## src/rtl/sram_write_buffer.sv

```systemverilog
// In-order store buffer between the core data port and the SRAM-to-AXI bridge; reads wait for the buffer to drain.
// Latency: write ack one cycle after accept, mem_req from the next cycle; read ack combinational with mem_data_ok.
// Backpressure: cpu_addr_ok drops when full or a read is outstanding; WB_UNCACHED_STRICT_EN makes uncached writes synchronous.

module wb_fifo #(
  parameter int W     = 8,
  parameter int DEPTH = 4
) (
  input  logic                       clk,
  input  logic                       rst,
  input  logic                       push,
  input  logic [W-1:0]               push_dat,
  input  logic                       pop,
  output logic [W-1:0]               head_dat,
  output logic [$clog2(DEPTH):0]     count
);
  localparam int PW = $clog2(DEPTH);
  localparam int CW = PW + 1;

  logic [W-1:0]  store_q [DEPTH];
  logic [PW-1:0] wr_ptr;
  logic [PW-1:0] rd_ptr;

  always_ff @(posedge clk) begin
    if (rst) begin
      wr_ptr <= '0;
      rd_ptr <= '0;
      count  <= '0;
    end else begin
      if (push) wr_ptr <= wr_ptr + PW'(1);
      if (pop)  rd_ptr <= rd_ptr + PW'(1);
      count <= count + CW'(push) - CW'(pop);
    end
  end

  // Storage needs no reset: an entry is only read after it has been written.
  always_ff @(posedge clk) begin
    if (push) store_q[wr_ptr] <= push_dat;
  end

  assign head_dat = store_q[rd_ptr];
endmodule

module sram_write_buffer #(
  parameter int DEPTH = 4
) (
  input  logic        clk,
  input  logic        rst,
  input  logic        cpu_req,
  input  logic        cpu_wr,
  input  logic [1:0]  cpu_size,
  input  logic [31:0] cpu_addr,
  input  logic [31:0] cpu_wdata,
  input  logic        cpu_uncached,
  output logic        cpu_addr_ok,
  output logic        cpu_data_ok,
  output logic [31:0] cpu_rdata,
  output logic        mem_req,
  output logic        mem_wr,
  output logic [1:0]  mem_size,
  output logic [31:0] mem_addr,
  output logic [31:0] mem_wdata,
  output logic        mem_uncached,
  input  logic        mem_addr_ok,
  input  logic        mem_data_ok,
  input  logic [31:0] mem_rdata
);
  localparam int CW = $clog2(DEPTH) + 1;

  typedef struct packed {
    logic [31:0] addr;
    logic [1:0]  size;
    logic [31:0] wdata;
    logic        uncached;
  } wb_entry_t;

  typedef enum logic [2:0] {IDLE, WR_ADDR, WR_DATA, RD_ADDR, RD_DATA} state_t;

  state_t        state;
  wb_entry_t     push_ent;
  wb_entry_t     head_ent;
  wb_entry_t     rd_hold;
  wb_entry_t     mem_ent;
  logic [CW-1:0] count;
  logic          in_read;
  logic          wr_side;
  logic          wr_accept;
  logic          rd_accept;
  logic          pop;
  logic          wr_ack_q;
  logic          unc_ok;
  logic          unc_sync;
  logic          unc_pend;
  logic          unc_done;

  assign push_ent = '{addr: cpu_addr, size: cpu_size, wdata: cpu_wdata, uncached: cpu_uncached};
  assign in_read  = (state == RD_ADDR) || (state == RD_DATA);
  assign wr_side  = (state == WR_ADDR) || (state == WR_DATA);

`ifdef WB_UNCACHED_STRICT_EN
  // A synchronous uncached write is the only entry in flight, so its pop is its completion.
  assign unc_ok   = !cpu_uncached || ((state == IDLE) && (count == '0));
  assign unc_sync = cpu_uncached;
  assign unc_done = unc_pend && (state == WR_DATA) && mem_data_ok;

  always_ff @(posedge clk) begin
    if (rst)                          unc_pend <= 1'b0;
    else if (wr_accept && unc_sync)   unc_pend <= 1'b1;
    else if (unc_done)                unc_pend <= 1'b0;
  end
`else
  assign unc_ok   = 1'b1;
  assign unc_sync = 1'b0;
  assign unc_pend = 1'b0;
  assign unc_done = 1'b0;
`endif

  // Occupancy is the registered count, so a same-cycle pop never makes room for a push.
  assign wr_accept = !rst && cpu_req && cpu_wr && (count < CW'(DEPTH)) && !in_read && !unc_pend && unc_ok;
  assign rd_accept = !rst && cpu_req && !cpu_wr && (state == IDLE) && (count == '0) && !unc_pend;
  assign pop       = (state == WR_DATA) && mem_data_ok;

  wb_fifo #(.W($bits(wb_entry_t)), .DEPTH(DEPTH)) u_fifo (
    .clk      (clk),
    .rst      (rst),
    .push     (wr_accept),
    .push_dat (push_ent),
    .pop      (pop),
    .head_dat (head_ent),
    .count    (count)
  );

  always_ff @(posedge clk) begin
    if (rst) begin
      state    <= IDLE;
      wr_ack_q <= 1'b0;
      rd_hold  <= '0;
    end else begin
      wr_ack_q <= wr_accept && !unc_sync;
      if (rd_accept) rd_hold <= push_ent;
      case (state)
        IDLE: begin
          if ((count != '0) || wr_accept) state <= WR_ADDR;
          else if (rd_accept)             state <= RD_ADDR;
        end
        WR_ADDR: if (mem_addr_ok) state <= WR_DATA;
        WR_DATA: begin
          // count >= 1 here, so the post-pop occupancy is nonzero iff count > 1 or a push lands.
          if (mem_data_ok) state <= ((count > CW'(1)) || wr_accept) ? WR_ADDR : IDLE;
        end
        RD_ADDR: if (mem_addr_ok) state <= RD_DATA;
        RD_DATA: if (mem_data_ok) state <= IDLE;
        default: state <= IDLE;
      endcase
    end
  end

  assign mem_ent      = wr_side ? head_ent : (in_read ? rd_hold : '0);
  assign mem_req      = (state == WR_ADDR) || (state == RD_ADDR);
  assign mem_wr       = wr_side;
  assign mem_size     = mem_ent.size;
  assign mem_addr     = mem_ent.addr;
  assign mem_wdata    = mem_ent.wdata;
  assign mem_uncached = mem_ent.uncached;

  assign cpu_addr_ok  = wr_accept || rd_accept;
  assign cpu_rdata    = (state == RD_DATA) ? mem_rdata : '0;
  assign cpu_data_ok  = !rst && (wr_ack_q || ((state == RD_DATA) && mem_data_ok) || unc_done);
endmodule

```

## config.mk

```make
export PLATFORM = sky130hd
export DESIGN_NAME = sram_write_buffer
export DESIGN_NICKNAME = d
export VERILOG_FILES = /design/src/rtl/sram_write_buffer.sv
export SDC_FILE = /design/constraint.sdc
export NUM_CORES = 1
export LEC_CHECK = 0
export ABC_AREA = 1
export CAP_MARGIN = 15
export CORE_MARGIN = 4
export CORE_UTILIZATION = 35
export DETAILED_ROUTE_END_ITERATION = 10
export MAX_ROUTING_LAYER = met4
export PLACE_DENSITY = 0.63
export SLEW_MARGIN = 25
export SYNTH_ARGS = -nofsm -noshare
export SYNTH_HDL_FRONTEND = slang
export SYNTH_SLANG_ARGS = --single-unit
```

## constraint.sdc

```tcl
create_clock -name clk -period 5.55 [get_ports clk]
set_input_delay 0.8325 -clock clk [delete_from_list [all_inputs] [get_ports clk]]
set_output_delay 0.8325 -clock clk [all_outputs]
set_load 0.005 [all_outputs]
```

Word level (Yosys, flattened, before mapping)
Memories as Yosys holds them, arrays and structs flattened. A register that Yosys moved wholly into a read port is not among the register bits.
Cells that the tools add are included.
{ "classes": {"add_sub_neg": 4, "muxes": 15, "order_cmp": 2, "n_reduce_logical": 24, "n_eq_ne": 9} }
{ "ops": {"columns": ["cell", "count"], "rows": [
  ["two-way mux 67 bit", 2],
  ["two-way mux 32 bit", 1],
  ["two-way mux 3 bit", 6],
  ["one-hot mux 3 bit (5 select lines)", 1],
  ["logical AND 1 bit", 10],
  ["inequality test 2 bit, second input constant", 4],
  ["logical OR 1 bit", 7],
  ["equality test 3 x 2 -> 1 bit, second input constant", 2],
  ["zero test 3 bit", 2],
  ["AND reduction 5 bit", 1],
  ["adder 2 x 1 -> 2 bit, second input constant", 2],
  ["two-way mux 2 bit", 2],
  ["adder 3 x 1 -> 3 bit", 1],
  ["equality test 3 x 1 -> 1 bit, second input constant", 1],
  ["equality test 3 bit, second input constant", 1],
  ["greater-than comparator 3 x 1 -> 1 bit, second input constant", 1],
  ["zero test 1 bit", 3],
  ["less-than comparator 3 bit, second input constant", 1],
  ["two-way mux 1 bit", 3],
  ["inequality test 3 x 2 -> 1 bit, second input constant", 1],
  ["nonzero test 3 bit", 1],
  ["subtractor 3 x 1 -> 3 bit", 1]
]} }
{ "word_totals": {"regBits": 78, "input_bits": 105, "out_inout_bits": 103, "mem_bits_rw": 268, "mem_count": 1} }
{ "mem_list": {"columns": ["name", "words", "width", "rd", "rd_clocked_by_memory_dff", "write_ports", "line_no", "text"], "rows": [
  ["u_fifo.store_q", 4, 67, 1, 1, 1, "20", "logic [W-1:0] store_q [DEPTH];"]
]} }

Depth between registers and ports, before layout
Gate-level depths: netlist of run 1.
{ "depth": {"depth_word": 9, "mapped_depth": 12} }

Hierarchy
A second synthesis of run 1 with hierarchy kept.
{ "unflattened": {"hier_cells": 1271, "hier_area_um2": 14081.0} }
{ "by_module_without_submodules": {"columns": ["mod", "instances", "cells_per_inst", "seq_area_each_um2", "area_each_um2"], "rows": [
  ["wb_fifo", 1, 771, 8227.9, 10520.1],
  ["sram_write_buffer", 1, 500, 1421.4, 3560.9]
]} }

Worst setup path before layout of run 1
No wires, ideal clock.
{ "synth_path": {"path_type": "input-to-reg", "startpoint": "input port rst", "endpoint": "memory u_fifo.store_q[0][0] (netlist name) (enable)", "setup_ps": 492, "arrival_ps": 4102, "stages": 6, "setup_slack_ps": 956, "path_cell_list": "inv_2 > nand2_1 > nor2_1 > nand2_1 > buf_2 > nor2_1"} }
{ "synth_via": {"elab_chain_len": 7} }
{ "synth_rtl": {"columns": ["item", "line_no", "text"], "rows": [
  ["start: declaration", "48", "input logic rst,"],
  ["zero test 1 bit", "119", "assign wr_accept = !rst && cpu_req && cpu_wr && (count < CW'(DEPTH)) && !in_read && !unc_pend && unc_ok;"],
  ["logical AND 1 bit (4 in series)", "119", null],
  ["two-way mux 1 bit", "38", "if (push) store_q[wr_ptr] <= push_dat;"],
  ["two-way mux 1 bit (not written as such)", "38", null],
  ["end: declaration", "20", null]
]} }
No other way between the ends.

==> out/metrics.yaml, run 1 <==
route.met3.wl_mm: 2.205
period_needed_ps: 4035
routed-via-count: 9879
critical_path_class: "flop to primary output"
finalWeightedCongestion: 0.7651
crit_fanout: 72
cp.arrival_ps: 3200
final_common_cell: "nand2_1"
route.met2.wl_mm: 18.58
met1_length_mm: 15.77
grt_pass1_vias: 10030
p_int_mw: 5.067
cts.clk_slew.worst_paths_ps: 60
power_frac_comb_pct: 23.8
placed_cell_area_mm2: 0.01650
grt_pass1_wl_mm: 56.94
drtPass1Iterations: 5
ios: 208
drtIter0Drc: 576
hold_viol_final: 0
core_region_area_mm2: 0.03964
synth_seq_cells: 348
multiInputGateArea_mm2: 0.003760
grt_max_degree: 90
rows: 73
cts_sinks: 348
tightest_slew_ps: 1070
dieWidth_um: 208.1
post_cts_resize_count: 0
ys_types: 24
status: "finished clean"
finalCritPeriodShare_pct: 72.70
cp.required_ps: 4720
setup_viol: 0
regArea_mm2: 0.009657
switching_share_pct: 27.44
cp-start-kind: "flop"
root_buffer: "clkbuf_16"
design.die.area_mm2: 0.04328
clock_latency_ps: 510
io_buffer_count: 207
cts_setup_buffers: 0
p_per_area_mw_per_mm2: 395.9
vdd_drop_max_mv: 0.2977
rsz0062_at_grt: "false"
fmax_mhz: 247.9
seqPwrFrac_pct: 43.3
drive_gt1_share_pct: 5.431
cts_tree: "yes"
cts_hold_buf: 0
maxCapViolations: 0
yosys_warnings: 0
clk_path_buf_depth: 3
initial_utilization_pct: 35.34
drc: 0
grt_overflow: 0
avgSynthCellArea_um2: 11.05
dp_hpwl_mm: 20.04
clkPwrFrac_pct: 32.9
final_cell_mix: "293 x nand2_1, 268 x edfxtp_1, 207 x clkdlybuf4s50_1, 179 x nor2_1, 138 x nand3_1"
chipHeight_um: 208.1
final_nets: 1561
synth_seq_area_share_pct: 68.89
drtAntennaViolNets: 0
highest_layer: "met4"
postSynthCellCount: 1268
hold_path.class: "flop to flop"
final-max-slew-violation-count: 0
fin_skew_ps: 11.62
antenna_found_initial: 6
synth_area_mm2: 0.01401
post_drt_wl_per_cell_um: 18.47
power.leakage_nw: 6.237
h-tree-depth: 2
numCtsBuffers: 37
fill_cells: 3709
p_sw_mw: 1.916
final_area_mm2: 0.01764
track_usage_pct: 17.00
slew_headroom_pct: 28.69
p_total_mw: 6.983
area_growth_pct: 25.91
endpoint_kind: "primary output"
syn_nets: 1381
fin_tns_setup_ps: 0
viasPerCell: 4.930
wirelength_mm: 37.02
==> cells in the mapped netlist <==
cell	n	share of area [%]
dfxtp_1	80	11
xnor2_1	1	0.063
nand3_1	138	4.9
o21ai_1	29	1.0
buf_6	7	0.56
inv_1	53	1.4
clkbuf_1	39	1.0
nand3_2	1	0.071
a21oi_1	7	0.25
inv_2	6	0.16
nand2_2	2	0.089
buf_2	29	1.0
buf_1	5	0.13
o21ai_0	43	1.5
fa_1	1	0.14
clkbuf_2	1	0.036
nor2_4	2	0.16
a32o_1	67	4.8
ha_1	7	0.63
o21a_1	1	0.054
edfxtp_1	268	57
buf_4	3	0.16
nor2_1	183	4.9
nand2_1	295	7.9
==> sequential cells by signal, indices dropped and copies added, names as in the netlist, named ones only <==
signal          count
rd_hold            67
state               3
u_fifo.count        3
u_fifo.rd_ptr       2
u_fifo.store_q    268
u_fifo.wr_ptr       2
wr_ack_q            1
==> critical path: stages (launching register included) <==
cell	delay, ps
dfxtp_4	820
buf_4	770
nand2_1	110
nand3_1	120
a32o_1	240
clkdlybuf4s50_1	540
==> routing by layer <==
layer | GRT usage [%] | up-vias
li1 | - | 4775
met1 | 21.21 | 4771
met2 | 29.10 | 287
met3 | 3.001 | 46
met4 | 3.918 | 0
met5 | - | -
==> per-stage QoR <==
| step | hold slack [ps] | worst slack (ps) | utilization, % | cells |
|---|---|---|---|---|
| 6_report | 471.2 | 1515 | 44.49 | 2004 |
| 5_1_grt | 506.7 | 1260 | 44.49 | 2004 |
| 3_3_place_gp | 439.5 | 1829 | 41.63 | 1934 |
| 4_1_cts | 471.6 | 1326 | 44.44 | 1998 |
| 2_1_floorplan | 436.3 | 956.2 | - | 1268 |
| 3_5_place_dp | 454.5 | 1819 | 41.64 | 1934 |
==> power groups by stage <==
| stage | Combinational [mW] | Clock [mW] | Sequential (mW) |
|---|---|---|---|
| after floorplan | 0.892 | 0 | 3.05 |
| after global placement | 1.66 | 0 | 3.08 |
| after detailed placement | 1.67 | 0 | 3.08 |
| after CTS | 1.69 | 2.35 | 3.03 |
| after global routing | 1.82 | 2.45 | 3.04 |
| final | 1.66 | 2.29 | 3.03 |
==> path summary, 6_finish.rpt <==
kind | cells after the start | to | slack [ps] | start
setup / recovery | 5 | mem_wdata[16] | 1520 | flop
hold / removal | 2 | flop | 470 | u_fifo.rd_ptr[1]
setup reg to reg | 11 | u_fifo.count[2] | 3000 | state[1]
hold reg to reg | 2 | flop | 470 | u_fifo.rd_ptr[1]
==> cell type report <==
cell class	instances	area share, %
Antenna cell	6	0.08513
Clock buffer	58	5.867
Clock inverter	6	0.4327
Inverter	59	1.305
Multi-Input combinational cell	777	21.32
Sequential cell	348	54.75
Tap cell	525	3.724
Timing Repair Buffer	225	12.51
==> kinds of logic after synthesis <==
logic type	Yosys count	synth area share, %
DFF	348	68.89
buffers and inverters	143	4.556
xor gates and xnor gates	1	0.06254
and+or+nand+nor	621	18.06
adders and majority gates	8	0.7682
AOI/OAI and AO/OA	147	7.664
Note: power is estimated with default switching activity, not from simulation.
==> run 2: changes to the inputs <==
clock period = 4.2 ns   (was 5.55 ns; I/O delays follow)
==> out/metrics.yaml, run 2 (synthesis gave the netlist of run 1 again) <==
grt_use_met2_pct: 28.90  # was 29.10%
finalWeightedCongestion: 0.7523  # was 0.7651
grt_pass1_wl_mm: 56.61  # was 56.94 mm
chipHeight_um: 208.1  # unchanged
drtAntennaViolNets: 0  # unchanged
post_drt_wl_per_cell_um: 18.43  # was 18.47 um
endpoint_kind: "primary output"  # unchanged
fill_cells: 3685  # was 3709
finalCritPeriodShare_pct: 82.34
place_inst: 1940  # was 1934
viasPerCell: 4.928  # was 4.930
critical_path_class: "flop to primary output"  # unchanged
drive_gt1_share_pct: 6.869  # was 5.431%
numCtsBuffers: 39  # was 37
final-max-slew-violation-count: 0  # unchanged
power.leakage_nw: 6.379  # was 6.237 nW
r2r_slack_ps: 1920  # was 3000 ps
cts_setup_buffers: 0  # unchanged
drtIter0Drc: 568  # was 576
core_region_area_mm2: 0.03964  # unchanged
ios: 208  # unchanged
whs_ps: 467.4  # was 471.2 ps
drtPass1Iterations: 4  # was 5
cp-start-kind: "flop"  # unchanged
io_buffer_count: 207  # unchanged
final_nets: 1569  # was 1561
stdcell_count: 2011  # was 2004
reg_top3: "u_fifo.store_q (268), rd_hold (67)"  # unchanged
initial_utilization_pct: 35.34  # unchanged
final_area_mm2: 0.01789  # was 0.01764 mm2
reg2reg_to: "u_fifo.count[2]"  # unchanged
vdd_drop_max_mv: 0.3612  # was 0.2977 mV
tightest_slew_ps: 1042  # was 1070 ps
clk_path_buf_depth: 3  # unchanged
track_usage_pct: 16.83  # was 17.00%
hold_viol_final: 0  # unchanged
cts_sinks: 348  # unchanged
setup_ws_ps: 741.8  # was 1515 ps
antenna_found_initial: 1  # was 6
setup_viol: 0  # unchanged
place_ws_ps: 1275  # was 1819 ps
final_common_cell: "nand2_1"  # unchanged
cp.required_ps: 3570  # was 4720 ps
top_usage_layer: "met2"  # unchanged
post_cts_resize_count: 0  # unchanged
worstHoldStart: "u_fifo.rd_ptr[1]"  # unchanged
wirelength_mm: 37.07  # was 37.02 mm
root_buffer: "clkbuf_16"  # unchanged
largest-register: "u_fifo.store_q"  # unchanged
grt_pass1_vias: 9938  # was 10030
min_path_cells: 2  # unchanged
design.die.area_mm2: 0.04328  # unchanged
placed_cell_area_mm2: 0.01658  # was 0.01650 mm2
cp.arrival_ps: 2830  # was 3200 ps
dieWidth_um: 208.1  # unchanged
r2r-start: "state[1]"  # unchanged
dp_hpwl_mm: 20.55  # was 20.04 mm
slew_headroom_pct: 30.35  # was 28.69%
cts_tree: "yes"  # unchanged
drc: 0  # unchanged
cts.clk_slew.worst_paths_ps: 60  # about the same
clock_latency_ps: 520  # was 510 ps
period_needed_ps: 3458
status: "finished clean"  # unchanged
rows: 73  # unchanged
area_growth_pct: 27.74  # was 25.91%
routed-via-count: 9911  # was 9879
rsz0062_at_grt: "false"  # unchanged
use_met3_pct: 3.046  # was 3.001%
p_total_mw: 9.677  # was 6.983 mW
p_per_area_mw_per_mm2: 540.8  # was 395.9 mW/mm2
cts_hold_buf: 0  # unchanged
grt_util_met1_pct: 21.01  # was 21.21%
final_cell_mix: "294 x nand2_1, 268 x edfxtp_1, 207 x clkdlybuf4s50_1, 179 x nor2_1, 138 x nand3_1"  # was 293 x nand2_1, 268 x edfxtp_1, 207 x clkdlybuf4s50_1, 179 x nor2_1, 138 x nand3_1
fin_skew_ps: 14.56  # was 11.62 ps
largest_reg_flops: 268  # unchanged
grt_max_degree: 74  # was 90
hold_path.class: "flop to flop"  # unchanged
r2r.worst_path.cells: 9  # was 11
crit_fanout: 31  # was 72
grt_overflow: 0  # unchanged
h-tree-depth: 2  # unchanged
fmax_mhz: 289.2
maxCapViolations: 0  # unchanged
run 2: changes by cell type in the layout (fill, tap and decap cells not counted), moves of 3 or more:
cell / before / now
buf_12: 0 / 3
buf_4: 18 / 21
diode_2: 6 / 1
clkinv_2: 2 / 7
clkbuf_16: 37 / 41
clkbuf_1: 18 / 9
run 2: report_power, final:
group,switching [mW],internal (mW)
sequential,0.0917,3.88
clock,1.34,2.10
combinational,1.21,1.04
total,2.65,7.03
run 2: worst max-delay path: stages, from the launching register on:
cell             delay, ps
dfxtp_1                470
nand2_1                 80
nand2_1                 60
nand2_1                 90
inv_2                  510
buf_12                 300
a32o_1                 240
clkdlybuf4s50_1        530
run 2: routing by layer:
layer | wire (um) | part of all wire [%]
met3 | 1820 | 4.9
met2 | 18340 | 49
met5 | 0 | 0
met4 | 605 | 1.6
met1 | 16300 | 44
run 2: layout make-up:
class | count | area (um2) | area share, %
antenna | 1 | 2.502 | 0.01399
tap | 525 | 656.9 | 3.671
inverter | 59 | 224.0 | 1.252
timing repair buffer | 231 | 2290 | 12.80
multi-input combinational | 777 | 3757 | 21.00
sequential | 348 | 9657 | 53.97
clock inverter | 16 | 191.4 | 1.070
clock buffer | 54 | 1115 | 6.230
run 2: worst max-delay path by stage:
stage / from / to / slack [ps] / cells past startpoint
after global placement: state[1] / mem_wdata[3] / 1290 / 7
after detailed placement: state[1] / mem_wdata[23] / 1280 / 7
after floorplan: rst / u_fifo.store_q[0][0] / -190 / 6
after CTS: state[1] / mem_wdata[23] / 690 / 7
after global routing: state[1] / mem_wdata[23] / 550 / 7
final: state[1] / mem_addr[11] / 740 / 7
run 2: through the flow:
step / setup TNS [ps] / util, %
after floorplan: -51270 / -
after global placement: 0 / 41.84
after detailed placement: 0 / 41.84
after CTS: 0 / 45.13
after global routing: 0 / 45.14
final: 0 / 45.14
